`src/rtl/fwd_hazard_scoreboard.sv`:
```
// Forwarding select and load-use interlock for the EX operand muxes.
// Latency: fwd_sel/load_stall are combinational from the tracked entries; entries advance one stage per unheld edge.
// Backpressure: hold freezes tracking; load_stall asks the front end to hold and bubbles EX into the tracker.
//
// Ports:
//   i_clk, i_reset         clock, synchronous active-high reset
//   i_iss_*                issuing instruction (valid, writes, destination, load)
//   i_src_addr, i_src_used packed source operand addresses and use flags
//   i_hold, i_flush        pipeline freeze, kill of the issuing instruction
//   o_fwd_sel              per-operand select: 0 = register file, k+1 = stage k
//   o_load_stall           load-use interlock request
//   o_stall_cnt            saturating load-use stall counter (only with FWD_STALL_CNT_EN)
//
// Optional feature macro: FWD_STALL_CNT_EN adds o_stall_cnt and its counter.
module fwd_hazard_scoreboard #(
  parameter int REG_AW  = 3,
  parameter int DEPTH   = 3,
  parameter int NUM_SRC = 2,
  parameter int SEL_W   = 2
) (
  input  logic                      i_clk,
  input  logic                      i_reset,
  input  logic                      i_iss_valid,
  input  logic                      i_iss_wr_en,
  input  logic [REG_AW-1:0]         i_iss_rd,
  input  logic                      i_iss_is_load,
  input  logic [NUM_SRC*REG_AW-1:0] i_src_addr,
  input  logic [NUM_SRC-1:0]        i_src_used,
  input  logic                      i_hold,
  input  logic                      i_flush,
  output logic [NUM_SRC*SEL_W-1:0]  o_fwd_sel,
  output logic                      o_load_stall
`ifdef FWD_STALL_CNT_EN
  ,
  output logic [15:0]               o_stall_cnt
`endif
);

  if ((1 << SEL_W) < DEPTH + 1) begin : g_bad_sel_w
    $error("fwd_hazard_scoreboard: SEL_W too narrow to encode DEPTH+1 selects");
  end

  // Tracked producers. The load flag only matters while the producer sits in
  // stage 0 (from stage 1 on its data is forwardable), so only stage 0 keeps it.
  logic [DEPTH-1:0] r_v;
  logic [REG_AW-1:0] r_rd [DEPTH];
  logic              r_ld0;

  logic [NUM_SRC-1:0] w_ld_hit;

  for (genvar gi = 0; gi < NUM_SRC; gi++) begin : g_src
    logic [SEL_W-1:0]  w_sel;
    logic              w_hit_ld;
    logic [REG_AW-1:0] w_addr;

    assign w_addr = i_src_addr[gi*REG_AW +: REG_AW];

    // Scan oldest to youngest so the youngest match overwrites the result.
    always_comb begin
      w_sel    = '0;
      w_hit_ld = 1'b0;
      for (int k = DEPTH - 1; k >= 0; k--) begin
        if (i_src_used[gi] && r_v[k] && (r_rd[k] == w_addr)) begin
          w_sel    = SEL_W'(k + 1);
          w_hit_ld = (k == 0) && r_ld0;
        end
      end
      // Load data is not ready in stage 0; the operand is stalled, not forwarded.
      if (w_hit_ld) w_sel = '0;
    end

    assign o_fwd_sel[gi*SEL_W +: SEL_W] = w_sel;
    assign w_ld_hit[gi]                 = w_hit_ld;
  end

  assign o_load_stall = i_iss_valid && !i_flush && (|w_ld_hit);

  always_ff @(posedge i_clk) begin
    if (i_reset) begin
      r_v   <= '0;
      r_ld0 <= 1'b0;
      for (int k = 0; k < DEPTH; k++) r_rd[k] <= '0;
    end else if (!i_hold) begin
      for (int k = DEPTH - 1; k > 0; k--) begin
        r_v[k]  <= r_v[k-1];
        r_rd[k] <= r_rd[k-1];
      end
      if (o_load_stall || i_flush) begin
        r_v[0]  <= 1'b0;
        r_rd[0] <= '0;
        r_ld0   <= 1'b0;
      end else begin
        r_v[0]  <= i_iss_valid && i_iss_wr_en;
        r_rd[0] <= i_iss_rd;
        r_ld0   <= i_iss_is_load;
      end
    end
  end

`ifdef FWD_STALL_CNT_EN
  logic [15:0] r_stall_cnt;

  always_ff @(posedge i_clk) begin
    if (i_reset) begin
      r_stall_cnt <= '0;
    end else if (o_load_stall && !i_hold && !i_flush && (r_stall_cnt != 16'hFFFF)) begin
      r_stall_cnt <= r_stall_cnt + 16'd1;
    end
  end

  assign o_stall_cnt = r_stall_cnt;
`endif

endmodule
```
`config.mk`:
```
export PLATFORM = sky130hd
export DESIGN_NAME = fwd_hazard_scoreboard
export DESIGN_NICKNAME = d
export VERILOG_FILES = /design/src/rtl/fwd_hazard_scoreboard.sv
export SDC_FILE = /design/constraint.sdc
export NUM_CORES = 1
export LEC_CHECK = 0
export ABC_CLOCK_PERIOD_IN_PS = 4700
export BUFFER_PORTS_ARGS = -buffer_cell sky130_fd_sc_hd__buf_4
export CAP_MARGIN = 20
export CORE_ASPECT_RATIO = 0.9
export CORE_MARGIN = 4
export CORE_UTILIZATION = 53
export DETAILED_ROUTE_END_ITERATION = 7
export PLACE_DENSITY = 0.87
export SYNTH_ARGS = -nofsm -noshare
export SYNTH_HDL_FRONTEND = slang
export SYNTH_SLANG_ARGS = --single-unit
export TNS_END_PERCENT = 30
```
`constraint.sdc`:
```
create_clock -name i_clk -period 4.7 [get_ports i_clk]
set_input_delay 0.47 -clock i_clk [delete_from_list [all_inputs] [get_ports i_clk]]
set_output_delay 0.47 -clock i_clk [all_outputs]
set_load 0.005 [all_outputs]
```
==> impl_metrics.yaml, run 1 <==
pwr:
  p_seq_share_pct: 56.9
  intPower_mw: 0.179
  ir_worst_vdd_mv: 0.188
  power.switching_mw: 0.0584
  combPwrFrac_pct: 15.1
  power.density_nw_per_um2: 239
  power_frac_clock_pct: 28.0
  switching_share_pct: 24.6
  cellLeakagePower_nw: 0.442
synth:
  synth_compound_area_share_pct: 3.83
  synth-xor-area-share_pct: 20.1
  synth_most_common_cell: "xor2_1"
  ys.flop_type: "edfxtp_1"
  synth_top_cell_area_share_pct: 34.4
  synth_edf_count: 9
  syn-num-nets: 97
  syn_inst: 79
  synthDistinctLibCells: 16
  synth_common_cells: "xor2_1, nand2_1, nor2_1"
  synthMuxAreaShare_pct: 5.10
  syn_area_um2: 785
  synth_top_cell_by_area: "edfxtp_1"
  yosysWarnings: 0
  syn_avg_cell_area_um2: 9.93
  synthSimpleGateAreaFrac_pct: 25.4
  synthTopCellsByArea: "edfxtp_1, xor2_1, dfxtp_1, nand2_1, mux2i_1"
  synth-async-reset-ratio_pct: 0
  synth_adder_area_share_pct: 0
  synth_top_family_by_area: "simple AND/OR/NAND/NOR gates"
  synth_seq_cells: 13
  ys_seq_area_share_pct: 44.7
timing:
  worst_pin_slew_ns: 0.527
  fin_worst_skew_ns: 0.00217
  fmax_mhz: 432
  maxSlewViolCount: 0
  rsz0062_at_grt: "no"
  fin_crit_ns: 2.31
  timing.slew.headroom_pct: 64.6
  setup_viol: 0
  hold_violations: 0
  fin_crit_sh_pct: 49.2
  tns_ns: 0
  setup_ws_ns: 2.39
final_layout:
  multi_input_area_um2: 427
  diodes: 0
  fill_cells: 105
  layout-drive-gt1-share_pct: 29.5
  layout.nets: 124
  area_delta_synth_final_pct: 26.8
  seq_area_um2: 350
clock_network:
  clockRootBuffer: "clkbuf_4"
  clk_latency_ns: 0.27
  clock-sinks: 13
  path_clk_slew_ns: 0.08
  cts_buffer_depth: 2
  post_cts_buffers: 0
  cts_tree: "done"
  htreeDepth: 1
  cts_resized: 0
  holdBufCountCts: 0
  numCtsBuffers: 3
global_route:
  track_usage_pct: 16.7
  grt_pass1_wl_um: 2790
  grt_pass1_vias: 671
  grt_max_degree: 10
  antenna_found_initial: 0
  overflow: 0
placed_design:
  io_buffer_count: 22
  pre_cts_ws_ns: 2.56
  dpl.hpwl_um: 1390
  gp_congestion: 0.837
setup_path:
  critPathMaxFanout: 6
  crit_start: "r_rd[0][2]"
  path_class: "reg2out"
  end_kind: "output port"
  r2r_start: "r_rd[0][2]"
  r2r_slack_ns: 2.95
  arrival_ns: 1.84
  start_kind: "flip-flop"
  required_ns: 4.23
detailed_routing:
  viasPerCell: 5.45
  num_vias: 649
  wire_per_inst_um: 13.9
  drt_iter0_markers: 16
  detail-route-antenna-nets: 0
  firstDrtPassIters: 4
  drc: 0
  wirelength_um: 1650
die:
  core_area_um2: 1310
  fp-row-count: 12
  die_area_um2: 2160
  initial_core_util_pct: 60.1
  die_y_um: 44.5
  ios: 23
  dieWidth_um: 48.6
min_path:
  hold_start: "i_reset"
  hold_class: "in2reg"
run:
  max-cap-violations: 0
outcome:
  status: "finished clean"
[sequential cells by signal (all words and copies together), names as in the netlist]
signal and cells:
r_ld0 1, r_rd 9, r_v 3
[critical path, cell delays in order (launching register included)]
cell and delay [ns]:
edfxtp_1 0.45, xor2_1 0.21, nor4_2 0.46, o2111a_2 0.33
buf_4 0.13
[routing by layer]
| metal | wire (um) | up-vias | track usage (%) | part of all wire (%) |
|---|---|---|---|---|
| met2 | 796 | 25 | 28.9 | 48 |
| met5 | 0 | - | 0 | 0 |
| met3 | 112 | 2 | 3.37 | 6.8 |
| met4 | 21 | 0 | 10.8 | 1.3 |
| li1 | - | 321 | - | - |
| met1 | 723 | 301 | 18.9 | 44 |
[worst paths after layout]
kind                                endpoint  depth (start not counted)
worst max-delay path            o_load_stall                          4
worst min-delay path                  r_v[1]                          2
worst max register to register    r_rd[0][2]                          4
worst min register to register         r_ld0                          2
[final cells by class]
type                            instances  share of cell area [%]
Clock buffer                            3                    2.26
Inverter                                2                   0.755
Sequential cell                        13                    35.2
Tap cell                               14                    1.76
Clock inverter                          1                   0.503
Timing Repair Buffer                   22                    16.6
Multi-Input combinational cell         64                    42.9
[cell families (layout without fill, tap and decap cells)]
| family | Yosys count | after routing |
|---|---|---|
| xor gates and xnor gates | 18 | 18 |
| muxes | 4 | 4 |
| DFF | 13 | 13 |
| and+or+nand+nor | 39 | 39 |
| AOI/OAI and AO/OA | 3 | 3 |
| buffers and inverters | 2 | 28 |
[cells in the final DEF, fill, tap and decap left out]
master     n
nor2_1    10
nand2b_1   2
mux2i_1    4
nor2b_1    1
nor3_1     1
and2_1     6
nor4_2     2
clkinv_2   1
dfxtp_1    4
nor4_1     4
buf_4     22
inv_1      2
xor2_1    18
nand3_1    1
o21ai_2    2
edfxtp_1   9
clkbuf_4   3
nand2_1   12
o2111a_2   1
[power by group through the flow]
stage	clock network, mW	logic [mW]	registers (mW)
2_1_floorplan	0	0.0176	0.136
3_3_place_gp	0	0.0347	0.137
3_5_place_dp	0	0.0357	0.138
4_1_cts	0.0702	0.0360	0.135
5_1_grt	0.0758	0.0394	0.136
6_report	0.0666	0.0358	0.135
[stage by stage]
stage / area (um^2) / instances / utilization (%) / total power [mW] / hold WS [ns]
2_1_floorplan: 785 / 79 / - / 0.153 / 0.463
3_3_place_gp: 967 / 115 / 74.0 / 0.172 / 0.488
3_5_place_dp: 967 / 115 / 74.0 / 0.173 / 0.503
4_1_cts: 995 / 119 / 76.1 / 0.241 / 0.378
5_1_grt: 995 / 119 / 76.1 / 0.251 / 0.387
6_report: 995 / 119 / 76.1 / 0.238 / 0.391
No activity file was read; power rests on OpenSTA's default activity.
==> run 2: changes to the inputs <==
ABC_AREA = 1   (was not set)
ABC_CLOCK_PERIOD_IN_PS = 2410   (was 4700)
CORE_UTILIZATION = 52   (was 53)
PLACE_DENSITY = 0.83   (was 0.87)
clock period = 2.41 ns   (was 4.7 ns; I/O delays follow)
==> run 2 against run 1 <==
Critical path type unchanged. Highest routed layer unchanged. Critical endpoint is now o_fwd_sel[0]. Die area up 19%. Worst hold slack worse by 0.20 ns. Clock power up 100%.
==> impl_metrics.yaml, run 2 <==
synth:
  syn-num-nets: 167
  synth_most_common_cell: "nand2_1"
  synth_seq_cells: 13
  ys_seq_area_share_pct: 36.8
  synth_edf_count: 9
  synth_top_cell_area_share_pct: 28.4
  yosysWarnings: 0
  ys.flop_type: "edfxtp_1"
  synth-async-reset-ratio_pct: 0
  synthDistinctLibCells: 19
  syn_area_um2: 951
  synth_common_cells: "nand2_1, inv_1, nor2_1"
  syn_avg_cell_area_um2: 6.38
  syn_inst: 149
  synth_top_cell_by_area: "edfxtp_1"
  synthTopCellsByArea: "edfxtp_1, nand2_1, inv_1, dfxtp_1, nor2_1"
detailed_routing:
  drc: 0
  wirelength_um: 2300
  detail-route-antenna-nets: 0
  num_vias: 989
  firstDrtPassIters: 4
  viasPerCell: 4.99
  drt_iter0_markers: 44
  wire_per_inst_um: 11.6
final_layout:
  largest_register_ff_count: 9
  regMostFlops: "r_rd"
  fill_cells: 135
  layout.nets: 193
  layout-drive-gt1-share_pct: 21.3
  final_cell_mix: "nand2_1, inv_1, buf_4"
  biggestRegsByFlops: "r_rd x9, r_v x3, r_ld0 x1"
  finish.utilization_pct: 68.6
  final_common_cell: "nand2_1"
  diodes: 0
  area_delta_synth_final_pct: 22.5
setup_path:
  start_kind: "flip-flop"
  r2r_start: "r_rd[0][0]"
  reg2reg_to: "r_rd[0][0]"
  slowest_delay_ns: 0.37
  path_class: "reg2out"
  slowest_stage: "edfxtp_1"
  required_ns: 2.17
  r2r_slack_ns: 1.08
  arrival_ns: 1.44
  critPathBufInv: 2
  crit_family: "simple AND/OR/NAND/NOR gates"
  critPathMaxFanout: 3
  cp_common_cell: "nand2_1"
  end_kind: "output port"
  reg2reg_depth: 8
  cp_cell_sequence: "inv_1 > nand2_1 > nand2_1 > nor3_1 > nand4_1 > nand3_1 > nand2_1 > buf_4"
die:
  die_y_um: 48.6
  core_area_um2: 1700
  fp-row-count: 14
  die_area_um2: 2580
  dieWidth_um: 53.1
  initial_core_util_pct: 56.0
  ios: 23
timing:
  fin_crit_sh_pct: 69.9
  fin_crit_ns: 1.69
  setup_viol: 0
  hold_violations: 0
  tns_ns: 0
  worst_pin_slew_ns: 0.435
  rsz0062_at_grt: "no"
  maxSlewViolCount: 0
  fin_worst_skew_ns: 0.00227
  timing.slew.headroom_pct: 71.0
  fmax_mhz: 593
global_route:
  grt_pass1_wl_um: 3910
  grt_max_degree: 11
  track_usage_pct: 20.2
  antenna_found_initial: 0
  grt_pass1_vias: 963
  overflow: 0
clock_network:
  path_clk_slew_ns: 0.08
  cts_buffer_depth: 2
  htreeDepth: 1
  post_cts_buffers: 0
  clock-sinks: 13
  holdBufCountCts: 0
  numCtsBuffers: 3
  clockRootBuffer: "clkbuf_4"
  cts_resized: 0
  cts_tree: "done"
  clk_latency_ns: 0.28
min_path:
  worstHoldEndpoint: "r_ld0"
  whs_path_depth: 3
  hold_class: "in2reg"
  hold_start: "i_iss_is_load"
placed_design:
  gp_congestion: 0.931
  io_buffer_count: 22
  dpl.hpwl_um: 1890
run:
  max-cap-violations: 0
pwr:
  ir_worst_vdd_mv: 0.359
  power.density_nw_per_um2: 421
  cellLeakagePower_nw: 0.614
outcome:
  status: "finished clean"
run 2: changes by cell type in the layout (fill, tap and decap cells not counted), moves of 4 or more:
cell	delta
nand2_1	+44
xor2_1	-18
inv_1	+20
and2_1	-6
nor2_1	+9
nand3_1	+10
nand4_1	+4
inv_2	+6
mux2i_1	-4
run 2: power breakdown:
part | switching, mW | internal (mW)
sequential | 0.00903 | 0.250
combinational | 0.0565 | 0.0380
clock | 0.0722 | 0.0642
run 2: how the worst max path moves through the flow:
| stage | slack (ns) | cells after the start | endpoint | start |
|---|---|---|---|---|
| after detailed placement | 1.03 | 8 | o_fwd_sel[0] | r_rd[0][5] |
| after floorplan | 1.20 | 8 | r_rd[0][0] | r_rd[0][0] |
| after CTS | 0.72 | 8 | o_fwd_sel[0] | r_rd[0][5] |
| final | 0.72 | 8 | o_fwd_sel[0] | r_rd[0][5] |
| after global routing | 0.54 | 7 | o_fwd_sel[1] | r_rd[0][8] |
| after global placement | 1.08 | 7 | o_fwd_sel[2] | r_rd[0][3] |
run 2: logic make-up after synthesis:
logic type | count (synthesis) | synth area share [%]
AO/OA/AOI/OAI | 4 | 2.24
buffers and inverters | 30 | 15.0
flip-flops | 13 | 36.8
AND/OR/NAND/NOR | 102 | 45.9
run 2: through the flow:
stage	hold WS (ns)	instances	total power [mW]	setup WS (ns)	area (um^2)
after floorplan	0.372	149	0.316	1.20	951
after global placement	0.470	194	0.353	1.08	1140
after detailed placement	0.489	194	0.358	1.03	1140
after CTS	0.197	198	0.492	0.718	1160
after global routing	0.198	198	0.519	0.541	1160
final	0.192	198	0.490	0.725	1160
run 2: area by class of cell:
| type | instances | area (um^2) | share of cell area, % |
|---|---|---|---|
| inverters | 29 | 135 | 11.6 |
| flip-flops and latches | 13 | 350 | 30.1 |
| clock buffers | 4 | 26.3 | 2.26 |
| multi-input cells | 106 | 458 | 39.3 |
| well taps | 24 | 30.0 | 2.58 |
| repair buffers | 22 | 165 | 14.2 |
run 2: per-layer routing:
metal	track usage [%]	up-vias	share of wire, %
met5	0	-	0
met1	24.5	431	41
met2	34.7	40	49
met3	3.68	5	7.8
met4	7.66	0	1.6
li1	-	513	-
run 2: tightest hold or removal path, delay by kind of cell:
family	cells	cell delay, ns
buffers and inverters	1	0.08
and+or+nand+nor	2	0.12
==> run 3: changes to the inputs <==
ABC_CLOCK_PERIOD_IN_PS = 1550   (was 2410)
CORE_UTILIZATION = 47   (was 52)
PLACE_DENSITY = 0.79   (was 0.83)
clock period = 1.55 ns   (was 2.41 ns; I/O delays follow)
==> run 3 against run 2 <==
Critical path depth shrank 1. Count of clock-buffer cells in the layout is the same. Core utilization shrank 5.7 points. Sequential cell count is the same. Clock skew grew 0.0025 ns. Die area grew 8.9%. Via count grew 0.91%. Worst hold slack lost 0.072 ns. The run now ends with setup timing left. Sequential share of layout area shrank 0.94 points.
==> impl_metrics.yaml, run 3 (same netlist as run 2, synthesis figures left out) <==
outcome:
  status: "finished, violations left"
  violations: "setup timing"
timing:
  worst_pin_slew_ns: 0.450
  maxSlewViolCount: 0
  timing.slew.headroom_pct: 69.9
  setup_ws_ns: -0.0940
  setup_viol: 5
  fin_crit_ns: 1.64
  fin_worst_skew_ns: 0.00473
  tns_ns: -0.225
  fmax_mhz: 608
  rsz0062_at_grt: "yes"
  hold_slack_ns: 0.120
  fin_crit_sh_pct: 106
  hold_violations: 0
global_route:
  grt_pass1_wl_um: 3830
  antenna_found_initial: 0
  track_usage_pct: 17.3
  grt_max_degree: 11
  grt_pass1_vias: 916
  overflow: 0
detailed_routing:
  viasPerCell: 4.97
  drc: 0
  detail-route-antenna-nets: 0
  drt_iter0_markers: 45
  firstDrtPassIters: 4
  num_vias: 998
  wirelength_um: 2320
  wire_per_inst_um: 11.5
die:
  dieWidth_um: 55.4
  die_y_um: 50.7
  core_area_um2: 1910
  ios: 23
  fp-row-count: 15
  die_area_um2: 2810
  initial_core_util_pct: 49.7
final_layout:
  largest_register_ff_count: 9
  design_area_um2: 1200
  regMostFlops: "r_rd"
  layout.nets: 195
  diodes: 0
  area_delta_synth_final_pct: 26.4
  final_cell_mix: "nand2_1, buf_4, inv_1"
  final_common_cell: "nand2_1"
  biggestRegsByFlops: "r_rd x9, r_v x3, r_ld0 x1"
  finish.utilization_pct: 62.8
  layout-drive-gt1-share_pct: 26.1
setup_path:
  start_kind: "flip-flop"
  arrival_ns: 1.49
  required_ns: 1.39
  end_kind: "output port"
  slowest_stage: "edfxtp_1"
  cp_cell_sequence: "nand2_1 > nand2_1 > nor3_2 > nand4_1 > nand3_1 > nand2_1 > buf_4"
  slowest_delay_ns: 0.42
  reg2reg_depth: 8
  path_class: "reg2out"
  critPathMaxFanout: 3
  cp_common_cell: "nand2_1"
clock_network:
  path_clk_slew_ns: 0.08
  numCtsBuffers: 3
  holdBufCountCts: 0
  clock-sinks: 13
  cts_tree: "done"
  clk_latency_ns: 0.27
  clockRootBuffer: "clkbuf_4"
  cts_buffer_depth: 2
  htreeDepth: 1
placed_design:
  dpl.hpwl_um: 1830
  placed_area_um2: 1140
  gp_congestion: 0.904
  io_buffer_count: 22
pwr:
  cellLeakagePower_nw: 0.623
  power.total_mw: 0.767
  ir_worst_vdd_mv: 0.503
  power.density_nw_per_um2: 638
min_path:
  hold_class: "in2reg"
  whs_path_depth: 3
run:
  max-cap-violations: 0
## run 3: changes by cell type in the layout (fill, tap and decap cells not counted), sizes merged
cell,change
buf,+2
## run 3: routing by layer
layer | share of wire, % | vias up | global-route usage, %
met1 | 41 | 437 | 21.0
met5 | 0 | - | 0
met4 | 0.65 | 0 | 3.64
li1 | - | 516 | -
met2 | 50 | 43 | 30.9
met3 | 8.4 | 2 | 4.11
## run 3: final timing paths
path,from,end,slack [ns]
worst max-delay path,r_rd[0][5],o_fwd_sel[2],-0.09
worst min-delay path,i_iss_is_load,r_ld0,0.12
worst max register to register,r_rd[0][1],r_rd[0][1],0.22
worst min register to register,r_v[0],r_v[1],0.50
## run 3: layout make-up
cell class                 count  area, um^2
clock buffer                   4        26.3
inverter                      29         135
fill                         176         712
sequential                    13         350
tap                           25        31.3
timing repair buffer          24         180
multi-input combinational    106         479
## run 3: power by group
| part | leakage (nW) | internal (mW) | switching (mW) |
|---|---|---|---|
| combinational | 0.477 | 0.0634 | 0.0922 |
| sequential | 0.132 | 0.389 | 0.0143 |
| clock | 0.0150 | 0.0998 | 0.108 |
## run 3: per-stage QoR
stage                     instances  setup slack [ns]
after floorplan                 149             0.337
after global placement          195             0.281
after detailed placement        195             0.204
after CTS                       200           -0.0274
after global routing            201            -0.192
final                           201           -0.0940
## run 3: critical path: cells and delay by family, from the launching register on
family / cells / cell delay [ns]
DFF: 1 / 0.42
buffers and inverters: 1 / 0.13
and+or+nand+nor: 6 / 0.67
## run 3: repair_timing
action / 4_1_cts / 5_1_grt
pin swaps: 2 / 9
gates resized for setup: 5 / 2
endpoints found under the hold margin: 0 / 0
endpoints found under the setup margin: 4 / 5
buffers inserted: 1 / 1
